[config.mk]
export PLATFORM = sky130hd
export DESIGN_NAME = ee_access_arbiter
export DESIGN_NICKNAME = d
export VERILOG_FILES = /design/src/rtl/ee_access_arbiter.sv
export SDC_FILE = /design/constraint.sdc
export NUM_CORES = 1
export LEC_CHECK = 0
export CORE_AREA = 2 2 116 118
export DETAILED_ROUTE_END_ITERATION = 16
export DIE_AREA = 0 0 118 120
export PLACE_DENSITY = 0.8
export SYNTH_ARGS = -nofsm -noshare
export SYNTH_HDL_FRONTEND = slang
export SYNTH_SLANG_ARGS = --single-unit
[constraint.sdc]
create_clock -name clk -period 5.35 [get_ports clk]
set_clock_uncertainty 0.2 [all_clocks]
set_input_delay 1.07 -clock clk [delete_from_list [all_inputs] [get_ports clk]]
set_output_delay 1.07 -clock clk [all_outputs]
set_load 0.05 [all_outputs]
[src/rtl/ee_access_arbiter.sv]
`default_nettype none
// ============================================================================
// Module   : ee_access_arbiter
// Brief    : Shares the EEPROM array port between POR loader, IIC and SPI,
//            sequencing array read/write timing for each granted request.
// Revision : 1.0  initial release
// ============================================================================
module ee_access_arbiter #(
    parameter int VS_CYC     = 4,
    parameter int RD_CYC     = 2,
    parameter int WB_TIMEOUT = 32
) (
    input  logic        clk,
    input  logic        rst,
    input  logic        por_cfg_done,
    input  logic        por_req,
    input  logic [15:0] por_addr,
    output logic        por_ack,
    input  logic        iic_req,
    input  logic        iic_we,
    input  logic [15:0] iic_addr,
    input  logic [37:0] iic_wdata,
    output logic        iic_ack,
    input  logic        spi_req,
    input  logic        spi_we,
    input  logic [15:0] spi_addr,
    input  logic [37:0] spi_wdata,
    output logic        spi_ack,
    output logic [37:0] rdata,
    output logic        err,
    output logic [1:0]  owner,
    output logic [15:0] ee_addr,
    output logic        clr_dl,
    output logic        vs_en,
    output logic        rd_en,
    output logic        wr_start,
    output logic [37:0] if_data_out,
    input  logic        ee_wbusy,
    input  logic [37:0] ee_rdata
);

    localparam logic [2:0] c_IDLE  = 3'd0;
    localparam logic [2:0] c_CLR   = 3'd1;
    localparam logic [2:0] c_VS    = 3'd2;
    localparam logic [2:0] c_RD    = 3'd3;
    localparam logic [2:0] c_CAP   = 3'd4;
    localparam logic [2:0] c_WR    = 3'd5;
    localparam logic [2:0] c_WBUSY = 3'd6;
    localparam logic [2:0] c_ACK   = 3'd7;

    localparam logic [1:0] c_OWN_NONE = 2'd0;
    localparam logic [1:0] c_OWN_POR  = 2'd1;
    localparam logic [1:0] c_OWN_IIC  = 2'd2;
    localparam logic [1:0] c_OWN_SPI  = 2'd3;

    localparam int                 c_CNT_W   = $clog2(VS_CYC + RD_CYC + WB_TIMEOUT + 1);
    localparam logic [c_CNT_W-1:0] c_VS_LAST = c_CNT_W'(VS_CYC - 1);
    localparam logic [c_CNT_W-1:0] c_RD_LAST = c_CNT_W'(RD_CYC - 1);
    localparam logic [c_CNT_W-1:0] c_WB_LAST = c_CNT_W'(WB_TIMEOUT - 1);

    logic [2:0]         r_state;
    logic [2:0]         w_next;
    logic [c_CNT_W-1:0] r_cnt;
    logic [1:0]         r_owner;
    logic [1:0]         r_mask;
    logic [15:0]        r_addr;
    logic               r_we;
    logic [37:0]        r_wdata;
    logic [37:0]        r_rdata;
    logic               r_err;
    logic               r_seen;
    logic               r_last_spi;

    logic               w_por_ok;
    logic               w_iic_ok;
    logic               w_spi_ok;
    logic [1:0]         w_grant;
    logic               w_g_we;
    logic [15:0]        w_g_addr;
    logic [37:0]        w_g_wdata;
    logic               w_wb_done;
    logic               w_wb_tmo;

    // r_mask blocks the requester acked last cycle for one IDLE cycle
    always_comb begin
        w_por_ok  = por_req & ~por_cfg_done & (r_mask != c_OWN_POR);
        w_iic_ok  = iic_req &  por_cfg_done & (r_mask != c_OWN_IIC);
        w_spi_ok  = spi_req &  por_cfg_done & (r_mask != c_OWN_SPI);
        w_grant   = c_OWN_NONE;
        w_g_we    = 1'b0;
        w_g_addr  = 16'd0;
        w_g_wdata = 38'd0;
        if (w_por_ok)
            w_grant = c_OWN_POR;
        else if (w_iic_ok && w_spi_ok)
            w_grant = r_last_spi ? c_OWN_IIC : c_OWN_SPI;
        else if (w_iic_ok)
            w_grant = c_OWN_IIC;
        else if (w_spi_ok)
            w_grant = c_OWN_SPI;
        case (w_grant)
            c_OWN_POR: w_g_addr = por_addr;
            c_OWN_IIC: begin
                w_g_we    = iic_we;
                w_g_addr  = iic_addr;
                w_g_wdata = iic_wdata;
            end
            c_OWN_SPI: begin
                w_g_we    = spi_we;
                w_g_addr  = spi_addr;
                w_g_wdata = spi_wdata;
            end
            default: ;
        endcase
    end

    assign w_wb_done = r_seen & ~ee_wbusy;
    assign w_wb_tmo  = (r_cnt == c_WB_LAST);

    always_comb begin
        w_next = r_state;
        case (r_state)
            c_IDLE:  if (w_grant != c_OWN_NONE) w_next = w_g_we ? c_WR : c_CLR;
            c_CLR:   w_next = c_VS;
            c_VS:    if (r_cnt == c_VS_LAST) w_next = c_RD;
            c_RD:    if (r_cnt == c_RD_LAST) w_next = c_CAP;
            c_CAP:   w_next = c_ACK;
            c_WR:    w_next = c_WBUSY;
            c_WBUSY: if (w_wb_done || w_wb_tmo) w_next = c_ACK;
            c_ACK:   w_next = c_IDLE;
            default: w_next = c_IDLE;
        endcase
    end

    always_ff @(posedge clk) begin
        if (rst) begin
            r_state    <= c_IDLE;
            r_cnt      <= '0;
            r_owner    <= c_OWN_NONE;
            r_mask     <= c_OWN_NONE;
            r_addr     <= 16'd0;
            r_we       <= 1'b0;
            r_wdata    <= 38'd0;
            r_rdata    <= 38'd0;
            r_err      <= 1'b0;
            r_seen     <= 1'b0;
            r_last_spi <= 1'b1;
        end else begin
            r_state <= w_next;
            r_cnt   <= (w_next != r_state || r_state == c_IDLE) ? '0 : r_cnt + 1'b1;
            r_mask  <= (r_state == c_ACK) ? r_owner : c_OWN_NONE;
            if (r_state == c_IDLE && w_grant != c_OWN_NONE) begin
                r_owner <= w_grant;
                r_addr  <= w_g_addr;
                r_we    <= w_g_we;
                r_wdata <= w_g_wdata;
                r_err   <= 1'b0;
                r_seen  <= 1'b0;
                if (w_grant == c_OWN_IIC) r_last_spi <= 1'b0;
                if (w_grant == c_OWN_SPI) r_last_spi <= 1'b1;
            end
            if (r_state == c_ACK) r_owner <= c_OWN_NONE;
            if (r_state == c_CAP) r_rdata <= ee_rdata;
            if (r_state == c_WBUSY && ee_wbusy) r_seen <= 1'b1;
            if (r_state == c_WBUSY && !w_wb_done && w_wb_tmo) r_err <= 1'b1;
        end
    end

    assign clr_dl      = (r_state == c_CLR);
    assign vs_en       = (r_state == c_VS) || (r_state == c_RD);
    assign rd_en       = (r_state == c_RD);
    assign wr_start    = (r_state == c_WR);
    assign por_ack     = (r_state == c_ACK) && (r_owner == c_OWN_POR);
    assign iic_ack     = (r_state == c_ACK) && (r_owner == c_OWN_IIC);
    assign spi_ack     = (r_state == c_ACK) && (r_owner == c_OWN_SPI);
    assign owner       = r_owner;
    assign rdata       = r_rdata;
    assign err         = r_err;
    assign ee_addr     = (r_state != c_IDLE) ? r_addr : 16'd0;
    assign if_data_out = (r_we && (r_state == c_WR || r_state == c_WBUSY || r_state == c_ACK))
                         ? r_wdata : 38'd0;

endmodule
`default_nettype wire

==> reports/metrics.cfg <==
[outcome]
status=finished, final reports clean

[global_route]
grt_pass1_wl_um=25200
gr-usage-met1_pct=25.2
grtUsageMet2_pct=38.5
grt-busiest-layer=met2
grt_pass1_vias=5099
antenna_found_initial=0
overflow=0
grt_usage_pct=22.0
grt_start_max_net_pins=65
met3_usage_pct=6.23

[clock_tree]
clk_pin_slew_ns=0.07
cts_hold_buffers=0
clkSinkCount=109
numCtsBuffers=9
cts_setup_buffers=0
clk_latency_ns=0.34
clockBufferDepth=2
h-tree-depth=3
clockRootBuffer=clkbuf_16
cts_resized=0
tritoncts=yes

[critical_path]
end_kind=output pin
worst-path-max-fanout=38
required_ns=4.08
path_class=flip-flop to output pin
critPathArrivalTime_ns=2.98
critPathLaunchType=flip-flop

[detailed_routing]
firstDrtPassIters=5
postRouteWirelength_um=16200
vias_per_cell=5.19
ant_nets=0
drc=0
vias=5240
routedWlPerCell_um=16.1
drtIter0Drc=302

[synth]
yosys.area.top_type_share_pct=43.4
synthTopCellsByCount=109 x dfxtp_1, 86 x nand2_1, 67 x nor2_1
ys_warn_count=0
synth_edf_count=0
synth.largest_area_cell=dfxtp_1
ys_ff_latch=109
postSynthAreaPerCell_um2=8.47
yosysSeqAreaShare_pct=43.4
synth_cell_types=49
synth_area_leaders=dfxtp_1 43%, a22oi_1 8.2%, and2_1 6.8%
yosysMostFrequentCell=dfxtp_1
syn_area_mm2=0.00503
ys_async_sr_fraction_pct=0
synth-main-ff-cell=dfxtp_1
synth_fp_nets=767
syn_inst=594

[cells_and_area]
layout.cells.non_filler=1009
syn2layout_area_growth_pct=60.2
finalInstanceArea_mm2=0.00806
n_antenna_cell=0
drive_gt1_share_pct=4.92
nets=1001

[die]
die_h_um=120
die-area_mm2=0.0142
initial_core_util_pct=38.7
rows=42
core_area_mm2=0.0130
num_io_pins=273
fp.dieW_um=118

[timing]
setup_viol=0
worst_slew_pin_slew_ns=1.24
max_freq_mhz=235
finalHoldViolations=0
period_share_pct=79.4
final.setup.tns_ns=0
drv_slew=0
relSlewSlack_pct=17.4
rsz0062_at_grt=no
min_period_ns=4.25

[placement]
hpwlAfterDp_um=11900
dp.cells=993
gp_congestion=0.786
io_buffer_count=272
placed_area_mm2=0.00774

[power_and_ir_drop]
ir_worst_vdd_uv=211
p_leak_nw=2.79
p_per_area_mw_per_mm2=275
power_mw=2.22

[worst_hold_path]
hold_path_class=flip-flop to flip-flop

[run]
maxCapViolCount=0

layout by cell type (no fill, tap or decap), types with 9 or more instances in the layout:
cell type | synthesis | routed
clkdlybuf4s50_1 | 0 | 271
dfxtp_1 | 109 | 109
nand2_1 | 86 | 86
nor2_1 | 67 | 67
and2_1 | 55 | 55
a22oi_1 | 55 | 55
a21oi_1 | 42 | 42
a211oi_1 | 19 | 19
o21ai_0 | 17 | 17
a311oi_1 | 16 | 16
a211oi_2 | 10 | 10
a2bb2oi_1 | 9 | 9
clkbuf_16 | 0 | 9
through the flow:
stage          setup slack [ns]  hold WS [ns]  util, %
6_report                   1.10         0.255     62.1
5_1_grt                   0.903         0.272     62.1
4_1_cts                    1.08         0.257     62.1
3_5_place_dp               1.46         0.247     59.6
3_3_place_gp               1.59         0.242     59.6
2_1_floorplan              2.25         0.236        -
worst max-delay path, cell delays in order (launching register included):
cell	delay, ns
dfxtp_1	0.61
o211a_1	0.95
and2_1	0.27
clkdlybuf4s50_1	0.81
final timing paths:
kind                          start  cells past startpoint  slack, ns                endpoint
min reg2reg  rdata[11]$_SDFFE_PP0P_                      2       0.26  rdata[11]$_SDFFE_PP0P_
min          rdata[11]$_SDFFE_PP0P_                      2       0.26  rdata[11]$_SDFFE_PP0P_
max reg2reg   r_state[0]$_SDFF_PP0_                      5       2.61     r_cnt[3]$_SDFF_PP0_
max           r_state[0]$_SDFF_PP0_                      3       1.10          if_data_out[8]
logic make-up after synthesis:
logic type      Yosys count  share of synthesized area, %
simple gates            237                          22.2
compound gates          184                          27.0
flops                   109                          43.4
buf+inv                  57                          5.97
xor+xnor                  4                         0.697
fa+ha+maj                 2                         0.498
mux                       1                         0.199
registers in the layout, summed over array words and instances (netlist names):
signal	flops
r_wdata	38
rdata	38
r_addr	16
r_cnt	6
r_state	3
owner	2
r_mask	2
err	1
r_last_spi	1
r_seen	1
r_we	1
area by class of cell:
type | instances | area [µm²]
Clock buffer | 10 | 229
Clock inverter | 6 | 86.3
Fill cell | 1079 | 4920
Inverter | 3 | 11.3
Multi-Input combinational cell | 428 | 2560
Sequential cell | 109 | 2180
Tap cell | 176 | 220
Timing Repair Buffer | 277 | 2770
report_power, final:
group	internal (mW)	leakage, nW	switching (mW)	total [mW]
clock	0.411	0.153	0.297	0.707
sequential	0.884	0.890	0.0482	0.932
combinational	0.261	1.75	0.316	0.577
routing by layer:
metal  vias up  part of all wire (%)
met5         -                     0
li1       2563                     -
met3        32                   8.8
met4         0                   2.8
met1      2416                    40
met2       229                    48
No activity file was read; power rests on OpenSTA's default activity.
